$ cat src/rtl/accel_job_sequencer.sv
// accel_job_sequencer
//
// Wishbone master that runs one complete job through the matrix
// accelerator's register window. It writes the job header, streams operands
// A and B from an upstream valid/ready source, writes the go word, polls the
// status word until the accelerator reports completion, and then reads the
// N x N result out as a valid/ready stream.
//
// Ports
//   wb_clk_i, wb_rst_ni          clock, asynchronous active-low reset
//   start_i, op_i                start request (IDLE only) and op code
//   in_valid_i/in_ready_o/in_data_i     operand stream (A then B, row-major)
//   out_valid_o/out_ready_i/out_data_o/out_last_o  result stream, row-major
//   busy_o, done_o, err_o        job status (done is a 1-cycle pulse,
//                                err is a sticky timeout flag)
//   wbm_*                        single-beat Wishbone master port
//
// Every output comes straight from a register. After each ack the strobe is
// held low for one cycle because the slave ignores a strobe in the cycle
// after its ack.
module accel_job_sequencer #(
  parameter logic [31:0] ADDR_OFFSET    = 32'h3010_0000,
  parameter int          MEM_SIZE       = 4,
  parameter int          TIMEOUT_CYCLES = 1024
) (
  input  logic        wb_clk_i,
  input  logic        wb_rst_ni,
  input  logic        start_i,
  input  logic [31:0] op_i,
  input  logic        in_valid_i,
  output logic        in_ready_o,
  input  logic [31:0] in_data_i,
  output logic        out_valid_o,
  input  logic        out_ready_i,
  output logic [31:0] out_data_o,
  output logic        out_last_o,
  output logic        busy_o,
  output logic        done_o,
  output logic        err_o,
  output logic [31:0] wbm_adr_o,
  output logic [31:0] wbm_dat_o,
  input  logic [31:0] wbm_dat_i,
  output logic        wbm_we_o,
  output logic        wbm_stb_o,
  output logic        wbm_cyc_o,
  input  logic        wbm_ack_i
);

  localparam int NN    = MEM_SIZE * MEM_SIZE;
  localparam int IDX_W = $clog2(2 * NN + 1) + 1;
  localparam int TMO_W = $clog2(TIMEOUT_CYCLES + 1);

  localparam logic [IDX_W-1:0] HDR_LAST  = IDX_W'(4);
  localparam logic [IDX_W-1:0] DATA_LAST = IDX_W'(2 * NN - 1);
  localparam logic [IDX_W-1:0] RES_LAST  = IDX_W'(NN - 1);
  localparam logic [TMO_W-1:0] TMO_LAST  = TMO_W'(TIMEOUT_CYCLES - 1);

  localparam logic [31:0] WORD_GO    = 32'd5;
  localparam logic [31:0] WORD_DATA  = 32'd6;
  localparam logic [31:0] WORD_RES   = 32'(NN / 4);
  localparam logic [31:0] GO_VALUE   = 32'hFFFF_FFFF;

  localparam logic [2:0] S_IDLE    = 3'd0;
  localparam logic [2:0] S_WR_HDR  = 3'd1;
  localparam logic [2:0] S_WR_DATA = 3'd2;
  localparam logic [2:0] S_WR_GO   = 3'd3;
  localparam logic [2:0] S_POLL    = 3'd4;
  localparam logic [2:0] S_RD_RES  = 3'd5;
  localparam logic [2:0] S_OUT     = 3'd6;
  localparam logic [2:0] S_FIN     = 3'd7;

  function automatic logic [31:0] word_addr(input logic [31:0] word);
    return ADDR_OFFSET + (word << 2);
  endfunction

  logic [2:0]       state_q, state_d;
  logic [IDX_W-1:0] idx_q, idx_d;
  logic [TMO_W-1:0] tmo_q, tmo_d;
  logic             stb_q, stb_d;
  logic             gap_q, gap_d;
  logic             we_q, we_d;
  logic [31:0]      adr_q, adr_d;
  logic [31:0]      dat_q, dat_d;
  logic [31:0]      op_q, op_d;
  logic             in_ready_q, in_ready_d;
  logic             out_valid_q, out_valid_d;
  logic [31:0]      out_data_q, out_data_d;
  logic             out_last_q, out_last_d;
  logic             busy_q, busy_d;
  logic             done_q, done_d;
  logic             err_q, err_d;
  logic             ack_seen;
  logic             tmo_hit;

  always_comb begin
    state_d     = state_q;
    idx_d       = idx_q;
    tmo_d       = tmo_q;
    stb_d       = stb_q;
    gap_d       = 1'b0;
    we_d        = we_q;
    adr_d       = adr_q;
    dat_d       = dat_q;
    op_d        = op_q;
    out_valid_d = out_valid_q;
    out_data_d  = out_data_q;
    out_last_d  = out_last_q;
    busy_d      = busy_q;
    done_d      = 1'b0;
    err_d       = err_q;

    ack_seen = stb_q & wbm_ack_i;
    tmo_hit  = stb_q & ~wbm_ack_i & (tmo_q == TMO_LAST);

    // Bus cycle bookkeeping: an ack ends the beat and opens the gap cycle.
    if (stb_q) begin
      if (wbm_ack_i) begin
        stb_d = 1'b0;
        gap_d = 1'b1;
        tmo_d = '0;
      end else begin
        tmo_d = tmo_q + 1'b1;
      end
    end

    // New strobes are only launched while stb is low, which is never the
    // ack cycle itself, so the gap cycle is always preserved.
    case (state_q)
      S_IDLE: begin
        if (start_i) begin
          op_d    = op_i;
          err_d   = 1'b0;
          busy_d  = 1'b1;
          idx_d   = '0;
          state_d = S_WR_HDR;
          stb_d   = 1'b1;
          we_d    = 1'b1;
          adr_d   = word_addr(32'd0);
          dat_d   = op_i;
        end
      end
      S_WR_HDR: begin
        if (ack_seen) begin
          if (idx_q == HDR_LAST) begin
            idx_d   = '0;
            state_d = S_WR_DATA;
          end else begin
            idx_d = idx_q + 1'b1;
          end
        end else if (!stb_q) begin
          stb_d = 1'b1;
          we_d  = 1'b1;
          adr_d = word_addr(32'(idx_q));
          dat_d = (idx_q == '0) ? op_q : 32'(MEM_SIZE);
        end
      end
      S_WR_DATA: begin
        if (ack_seen) begin
          if (idx_q == DATA_LAST) begin
            idx_d   = '0;
            state_d = S_WR_GO;
          end else begin
            idx_d = idx_q + 1'b1;
          end
        end else if (in_ready_q && in_valid_i) begin
          stb_d = 1'b1;
          we_d  = 1'b1;
          adr_d = word_addr(WORD_DATA + 32'(idx_q));
          dat_d = in_data_i;
        end
      end
      S_WR_GO: begin
        if (ack_seen) begin
          state_d = S_POLL;
        end else if (!stb_q) begin
          stb_d = 1'b1;
          we_d  = 1'b1;
          adr_d = word_addr(WORD_GO);
          dat_d = GO_VALUE;
        end
      end
      S_POLL: begin
        // A non-zero status just falls through to another poll after the gap.
        if (ack_seen) begin
          if (wbm_dat_i == '0) begin
            idx_d   = '0;
            state_d = S_RD_RES;
          end
        end else if (!stb_q) begin
          stb_d = 1'b1;
          we_d  = 1'b0;
          adr_d = word_addr(WORD_GO);
        end
      end
      S_RD_RES: begin
        if (ack_seen) begin
          out_data_d  = wbm_dat_i;
          out_valid_d = 1'b1;
          out_last_d  = (idx_q == RES_LAST);
          state_d     = S_OUT;
        end else if (!stb_q) begin
          stb_d = 1'b1;
          we_d  = 1'b0;
          adr_d = word_addr(WORD_RES + 32'(idx_q));
        end
      end
      S_OUT: begin
        // The next read is issued in the handshake cycle itself so its
        // strobe lands one cycle after the consumer takes the word.
        if (out_ready_i) begin
          out_valid_d = 1'b0;
          out_last_d  = 1'b0;
          if (idx_q == RES_LAST) begin
            state_d = S_FIN;
          end else begin
            idx_d   = idx_q + 1'b1;
            state_d = S_RD_RES;
            stb_d   = 1'b1;
            we_d    = 1'b0;
            adr_d   = word_addr(WORD_RES + 32'(idx_q) + 32'd1);
          end
        end
      end
      S_FIN: begin
        done_d  = 1'b1;
        busy_d  = 1'b0;
        state_d = S_IDLE;
      end
      default: state_d = S_IDLE;
    endcase

    // A stuck strobe abandons the job from any state.
    if (tmo_hit) begin
      stb_d       = 1'b0;
      gap_d       = 1'b0;
      tmo_d       = '0;
      err_d       = 1'b1;
      done_d      = 1'b1;
      busy_d      = 1'b0;
      out_valid_d = 1'b0;
      out_last_d  = 1'b0;
      state_d     = S_IDLE;
    end

    in_ready_d = (state_d == S_WR_DATA) && !stb_d && !gap_d;
  end

  always_ff @(posedge wb_clk_i or negedge wb_rst_ni) begin
    if (!wb_rst_ni) begin
      state_q     <= S_IDLE;
      idx_q       <= '0;
      tmo_q       <= '0;
      stb_q       <= 1'b0;
      gap_q       <= 1'b0;
      we_q        <= 1'b0;
      adr_q       <= '0;
      dat_q       <= '0;
      op_q        <= '0;
      in_ready_q  <= 1'b0;
      out_valid_q <= 1'b0;
      out_data_q  <= '0;
      out_last_q  <= 1'b0;
      busy_q      <= 1'b0;
      done_q      <= 1'b0;
      err_q       <= 1'b0;
    end else begin
      state_q     <= state_d;
      idx_q       <= idx_d;
      tmo_q       <= tmo_d;
      stb_q       <= stb_d;
      gap_q       <= gap_d;
      we_q        <= we_d;
      adr_q       <= adr_d;
      dat_q       <= dat_d;
      op_q        <= op_d;
      in_ready_q  <= in_ready_d;
      out_valid_q <= out_valid_d;
      out_data_q  <= out_data_d;
      out_last_q  <= out_last_d;
      busy_q      <= busy_d;
      done_q      <= done_d;
      err_q       <= err_d;
    end
  end

  assign in_ready_o  = in_ready_q;
  assign out_valid_o = out_valid_q;
  assign out_data_o  = out_data_q;
  assign out_last_o  = out_last_q;
  assign busy_o      = busy_q;
  assign done_o      = done_q;
  assign err_o       = err_q;
  assign wbm_adr_o   = adr_q;
  assign wbm_dat_o   = dat_q;
  assign wbm_we_o    = we_q;
  assign wbm_stb_o   = stb_q;
  assign wbm_cyc_o   = stb_q;

  // gap_q only shapes in_ready; keep it referenced for readability of traces.
  logic unused_gap;
  assign unused_gap = gap_q;

endmodule

$ cat config.mk
export PLATFORM = sky130hd
export DESIGN_NAME = accel_job_sequencer
export DESIGN_NICKNAME = d
export VERILOG_FILES = /design/src/rtl/accel_job_sequencer.sv
export SDC_FILE = /design/constraint.sdc
export NUM_CORES = 1
export LEC_CHECK = 0
export ABC_AREA = 1
export CORE_MARGIN = 2
export CORE_UTILIZATION = 44
export CTS_CLUSTER_SIZE = 25
export DETAILED_ROUTE_END_ITERATION = 16
export GPL_TIMING_DRIVEN = 0
export PLACE_DENSITY = 0.77
export SYNTH_ARGS = -nofsm -noshare
export SYNTH_HDL_FRONTEND = slang
export SYNTH_SLANG_ARGS = --single-unit
$ cat constraint.sdc
create_clock -name wb_clk_i -period 1.92 [get_ports wb_clk_i]
set_clock_uncertainty 0.1 [all_clocks]
set_input_delay 0.384 -clock wb_clk_i [delete_from_list [all_inputs] [get_ports wb_clk_i]]
set_output_delay 0.384 -clock wb_clk_i [all_outputs]
set_load 0.05 [all_outputs]
==> flow_metrics.py, run 1 <==
metrics = {
    "global_route": {
        "grt.met3_usage_pct": 5.71,
        "use_met2_pct": 40.4,
        "grt_max_degree": 86,
        "grt_pass1_vias": 7000,
        "use_met1_pct": 32.4,
        "grt_pass1_wl_um": 34800,
        "gr-max-usage-layer": "met2",
        "grt-ovfl-total": 0,
        "grt_usage_pct": 24.9,
        "antenna_found_initial": 0,
    },
    "floorplanning": {
        "initial_core_util_pct": 44.5,
        "core-area_um2": 16300,
        "die_h_um": 133,
        "ios": 207,
        "floorplan.die_area_um2": 17600,
        "die_w_um": 133,
        "fp-row-count": 47,
    },
    "timing": {
        "fmax_ghz": 0.519,
        "min_period_over_period_pct": 100,
        "setup_viol": 1,
        "setup_tns_ns": -0.00705,
        "tightest_slew_ns": 0.557,
        "setup_slack_ns": -0.00705,
        "final_hold_viol_count": 0,
        "relSlewSlack_pct": 63.0,
        "fin_crit_ns": 1.93,
        "timing.hold.ws_ns": 0.362,
        "rsz0062_at_grt": "yes",
        "finalMaxSlewViolations": 0,
    },
    "critical_path": {
        "path_max_fanout": 10,
        "r2r_slack_ns": -0.007,
        "end_kind": "register",
        "r2r_end": "wbm_dat_o[8]",
        "reg2reg_depth": 12,
        "crit_arrival_ns": 2.14,
        "r2r-start": "idx_q[2]",
        "start_kind": "register",
        "cp_data_required_time_ns": 2.13,
        "critical_path_class": "reg -> reg",
    },
    "route": {
        "drc": 0,
        "routedWlPerCell_um": 15.2,
        "vias_per_cell": 5.06,
        "routed_wirelength_um": 22200,
        "vias": 7419,
        "final_antenna_net_count": 0,
        "drtIter0Drc": 727,
        "drt-pass1-iter-count": 5,
    },
    "layout": {
        "layout_common_cells": "360 x nand2_1, 131 x dfrtp_1, 100 x clkdlybuf4s50_1",
        "final_cell_count_no_fill": 1466,
        "n_antenna_cell": 0,
        "fill_cells": 1458,
        "final_layout_size_suffix_gt1_share_pct": 14.0,
        "areaGrowthSynthToFinish_pct": 44.3,
        "postLayoutCoreUtil_pct": 64.2,
        "final_common_cell": "nand2_1",
        "nNetsFinal": 1346,
    },
    "worst_hold_path": {
        "min_path_type": "reg -> reg",
        "hp-start": "wbm_dat_o[3]",
        "holdPathEnd": "wbm_dat_o[3]",
        "hold_depth": 2,
    },
    "clock_tree": {
        "clk_pin_slew_ns": 0.06,
        "insertion_delay_ns": 0.43,
        "numCtsBuffers": 17,
        "cts_tree": "yes",
        "clock_sinks": 135,
        "htree_levels": 4,
        "cts_root_buf": "clkbuf_16",
        "max-clock-path-buffers": 2,
    },
    "yosys": {
        "synth_top_area_share_pct": 46.4,
        "postSynthAreaPerCell_um2": 7.36,
        "syn_inst": 988,
        "syn_area_um2": 7270,
        "yosys-top-cells-area": "dfrtp_1 46%, nand2_1 19%, o21ai_0 6.8%, inv_1 4.2%, nand3_1 3.6%",
        "ys_warn_count": 0,
        "ys_seq_area_share_pct": 46.4,
        "yosysTopAreaCell": "dfrtp_1",
        "yosys.cell_types.count": 35,
        "synth_seq_cells": 135,
    },
    "placement": {
        "dp_cells": 1414,
        "io_buffers": 186,
        "gp_congestion": 0.909,
        "hpwl_um": 15600,
    },
    "status": {
        "status": "finished with violations",
        "failed_checks": "negative setup slack",
    },
    "power_and_ir_drop": {
        "power_leakage_nw": 5.48,
        "vdd_drop_max_v": 0.000942,
        "power_density_nw_per_um2": 1600,
    },
    "run": {
        "max_cap_violations": 0,
    },
}
-- final cells by class --
class / count / area [um2] / share of cell area, %
multi-input combinational: 717 / 3410 / 32.4
buffer: 62 / 463 / 4.41
inverter: 89 / 352 / 3.35
tap: 220 / 275 / 2.62
clock buffer: 22 / 484 / 4.61
sequential: 135 / 3380 / 32.2
clock inverter: 10 / 143 / 1.36
timing repair buffer: 211 / 1990 / 19.0
-- flip-flops by register name, summed over array words and instances (netlist names), 3 cells and up --
signal and cells:
out_data_o 32, wbm_adr_o 10, tmo_q 11, op_q 32, state_q 3, wbm_dat_o 32
idx_q 7
-- layer usage --
metal  vias up  part of all wire [%]  wire, um
met5         -                     0         0
met4         0                   2.8       622
met3        51                   7.4      1650
met2       315                    48     10700
met1      3478                    42      9270
li1       3575                     -         -
-- cell usage after synthesis --
cell type,count
o22ai_1,8
buf_4,31
nor2_4,1
o21ai_0,99
buf_2,15
or2_1,1
nand4_1,4
o2111ai_1,2
ha_1,11
nand3_1,53
a211oi_1,1
a21oi_1,15
xnor2_1,2
inv_2,5
inv_4,1
o211ai_1,9
and3_1,1
clkbuf_1,16
nor2_2,3
a22oi_1,1
o21ai_1,20
inv_1,82
buf_6,4
nand2_1,374
or2_2,1
clkinv_1,1
a31oi_1,1
a31o_2,2
conb_1,1
nand2_2,3
nor2_1,67
dfrtp_1,135
nand3_2,2
nor3_1,8
xor2_1,8
-- cell families (layout without fill, tap and decap cells) --
logic type	after synthesis	count (layout)	share of synthesized area [%]
buf+inv	155	394	10.3
simple gates	518	518	28.5
flops	135	135	46.4
xor+xnor	10	10	1.20
fa+ha+maj	11	11	1.89
other cells	1	20	0.0516
compound gates	158	158	11.6
-- power breakdown --
group	internal (W)	switching (W)	total (W)
sequential	0.00387	0.000586	0.00446
combinational	0.00286	0.00607	0.00893
clock	0.00218	0.00126	0.00344
-- per-stage QoR --
step | total power, W | worst slack (ns) | cell area, um2
6_report | 0.0168 | -0.00705 | 10500
3_5_place_dp | 0.0129 | -0.396 | 9510
3_3_place_gp | 0.0127 | -5.16 | 9480
4_1_cts | 0.0162 | 0.000598 | 10200
2_1_floorplan | 0.0101 | 0.0189 | 7350
5_1_grt | 0.0178 | -0.105 | 10500
-- worst max-delay path by stage --
stage / start / cells after the start / slack (ns) / endpoint
floorplan: wbm_cyc_o / 10 / 0.02 / idx_q[2]
global placement: wb_rst_ni / 1 / -5.16 / out_data_o[4]
detailed placement: wbm_ack_i / 11 / -0.40 / idx_q[3]
CTS: idx_q[2] / 12 / 0.0006 / wbm_dat_o[9]
global route: state_q[2] / 13 / -0.10 / wbm_dat_o[15]
finish: idx_q[2] / 12 / -0.007 / wbm_dat_o[8]
-- timing repair --
action	in CTS	in global routing
pin swaps	3	7
endpoints found under the hold margin	50	0
cloned	0	1
setup buffers	7	15
hold buffers	1	0
gates resized for setup	116	66
setup endpoints to repair	149	94
-- worst max-delay path, cell delays in order (launching register included) --
cell	delay, ns
dfrtp_2	0.46
ha_4	0.20
nand2_4	0.08
inv_2	0.04
nand3_2	0.06
nand2_1	0.06
nand2_2	0.11
nand3_4	0.10
nor2_4	0.17
clkinv_4	0.14
buf_12	0.17
nand2_1	0.05
nand2_1	0.06
Power figures use the tool's default switching activity.
==> run 2: changes to the inputs <==
- SLEW_MARGIN: default -> 10
==> results of run 2 <==
Final layout, timing and power as in run 1 (identical DEF).
==> run 3: changes to the inputs <==
- REMOVE_ABC_BUFFERS: default -> 1
==> run 3 against run 2 <==
The flow still finishes with violations (negative setup slack). Largest cell class unchanged. Global-route usage increased by 1.6 points. Critical path type unchanged. Sequential share of layout area decreased by 0.34 points. Total power increased by 6.0%. Fmax decreased by 1.0%. Cell area increased by 1.4%.
==> flow_metrics.py, run 3 (synthesis results as in run 1) <==
metrics = {
    "status": {
        "status": "finished with violations",
        "failed_checks": "negative setup slack",
    },
    "worst_hold_path": {
        "hold_depth": 2,
        "min_path_type": "reg -> reg",
    },
    "timing": {
        "setup_tns_ns": -0.0459,
        "tightest_slew_ns": 0.594,
        "min_period_over_period_pct": 101,
        "fin_crit_ns": 1.95,
        "relSlewSlack_pct": 60.4,
        "setup_viol": 3,
        "setup_slack_ns": -0.0272,
        "finalMaxSlewViolations": 0,
        "final_hold_viol_count": 0,
        "rsz0062_at_grt": "yes",
        "fmax_ghz": 0.514,
    },
    "route": {
        "routed_wirelength_um": 23900,
        "final_antenna_net_count": 0,
        "routedWlPerCell_um": 16.4,
        "vias_per_cell": 5.24,
        "vias": 7610,
        "drt-pass1-iter-count": 6,
        "drc": 0,
        "drtIter0Drc": 675,
    },
    "power_and_ir_drop": {
        "report.power.total_w": 0.0178,
        "power_density_nw_per_um2": 1680,
        "vdd_drop_max_v": 0.000936,
        "power_leakage_nw": 5.45,
    },
    "floorplanning": {
        "floorplan.die_area_um2": 17600,
        "fp-row-count": 47,
        "ios": 207,
        "die_w_um": 133,
        "core-area_um2": 16300,
        "initial_core_util_pct": 44.5,
        "die_h_um": 133,
    },
    "layout": {
        "nNetsFinal": 1332,
        "layout_common_cells": "356 x nand2_1, 125 x dfrtp_1, 99 x clkdlybuf4s50_1",
        "areaGrowthSynthToFinish_pct": 46.3,
        "final_common_cell": "nand2_1",
        "n_antenna_cell": 0,
        "final_layout_size_suffix_gt1_share_pct": 14.4,
    },
    "critical_path": {
        "endpoint": "in_ready_o",
        "reg2reg_depth": 11,
        "start_kind": "register",
        "r2r-start": "state_q[2]",
        "cp-startpoint": "state_q[2]",
        "cpPeakStageDelay_ns": 0.43,
        "slowest_stage": "dfrtp_2",
        "r2r_end": "in_ready_o",
        "path_max_fanout": 5,
        "crit_chain": "buf_8 > buf_4 > nor2_2 > nand3_4 > buf_4 > nand2_1 > inv_1 > nand3_1 > nor2_1 > nand4_1 > nor2_1",
        "critical_path_class": "reg -> reg",
        "end_kind": "register",
        "r2r_slack_ns": -0.03,
        "cp_data_required_time_ns": 2.13,
        "crit_arrival_ns": 2.16,
    },
    "global_route": {
        "grt-ovfl-total": 0,
        "grt_max_degree": 76,
        "grt_pass1_wl_um": 37300,
        "antenna_found_initial": 0,
        "grt_pass1_vias": 7299,
        "grt_usage_pct": 26.5,
    },
    "clock_tree": {
        "cts_tree": "yes",
        "htree_levels": 4,
        "max-clock-path-buffers": 2,
        "cts_root_buf": "clkbuf_16",
        "clk_pin_slew_ns": 0.06,
        "numCtsBuffers": 17,
        "clock_sinks": 135,
        "insertion_delay_ns": 0.43,
    },
    "run": {
        "max_cap_violations": 0,
    },
    "placement": {
        "gp_congestion": 0.828,
        "io_buffers": 186,
        "hpwl_um": 13500,
    },
}
==> run 3: through the flow <==
step                utilization (%)  hold slack, ns  instances  worst slack, ns  cell area (um2)
detailed placement             55.9           0.306       1349            -2.49             9140
finish                         65.1           0.363       1452          -0.0272            10600
global route                   65.1           0.396       1452          -0.0958            10600
global placement               55.5           0.352       1347            -5.26             9070
CTS                            63.9           0.368       1440          0.00108            10400
floorplan                         -         -0.0116        941            -1.28             6930
==> run 3: layout make-up <==
cell class / instances / area (um2)
fill: 1359 / 5710
multi-input combinational: 720 / 3490
sequential: 135 / 3390
timing repair buffer: 253 / 2440
clock buffer: 18 / 439
inverter: 89 / 373
tap: 220 / 275
clock inverter: 14 / 196
timing repair inverter: 3 / 31.3
==> run 3: worst min path at each step <==
stage,startpoint,to
2_1_floorplan,wb_rst_ni,busy_o
3_3_place_gp,wbm_dat_o[9],wbm_dat_o[9]
3_5_place_dp,wb_rst_ni,wbm_adr_o[6]
4_1_cts,wbm_dat_o[10],wbm_dat_o[10]
5_1_grt,out_data_o[7],out_data_o[7]
6_report,wbm_dat_o[10],wbm_dat_o[10]
==> run 3: what timing repair did <==
item	in CTS	in global routing
hold endpoints to repair	60	0
endpoints found under the setup margin	208	80
gates cloned	7	1
pin swaps	17	10
gates resized for setup	158	33
setup buffers	51	11
hold buffers	1	0
==> run 3: worst max-delay path: cells and delay by family (launching register included) <==
family        cells  cell delay [ns]
flops             1             0.43
simple gates      7             0.77
buf+inv           4             0.51
==> run 3: per-layer routing <==
| layer | track usage (%) | vias up | routed length [um] |
|---|---|---|---|
| li1 | - | 3575 | - |
| met1 | 33.8 | 3511 | 9490 |
| met2 | 43.6 | 446 | 11200 |
| met3 | 6.70 | 78 | 2330 |
| met4 | 9.98 | 0 | 805 |
| met5 | 0 | - | 0 |
==> run 3: power breakdown <==
group,switching (W),internal [W]
combinational,0.00650,0.00327
clock,0.00134,0.00222
sequential,0.000632,0.00388
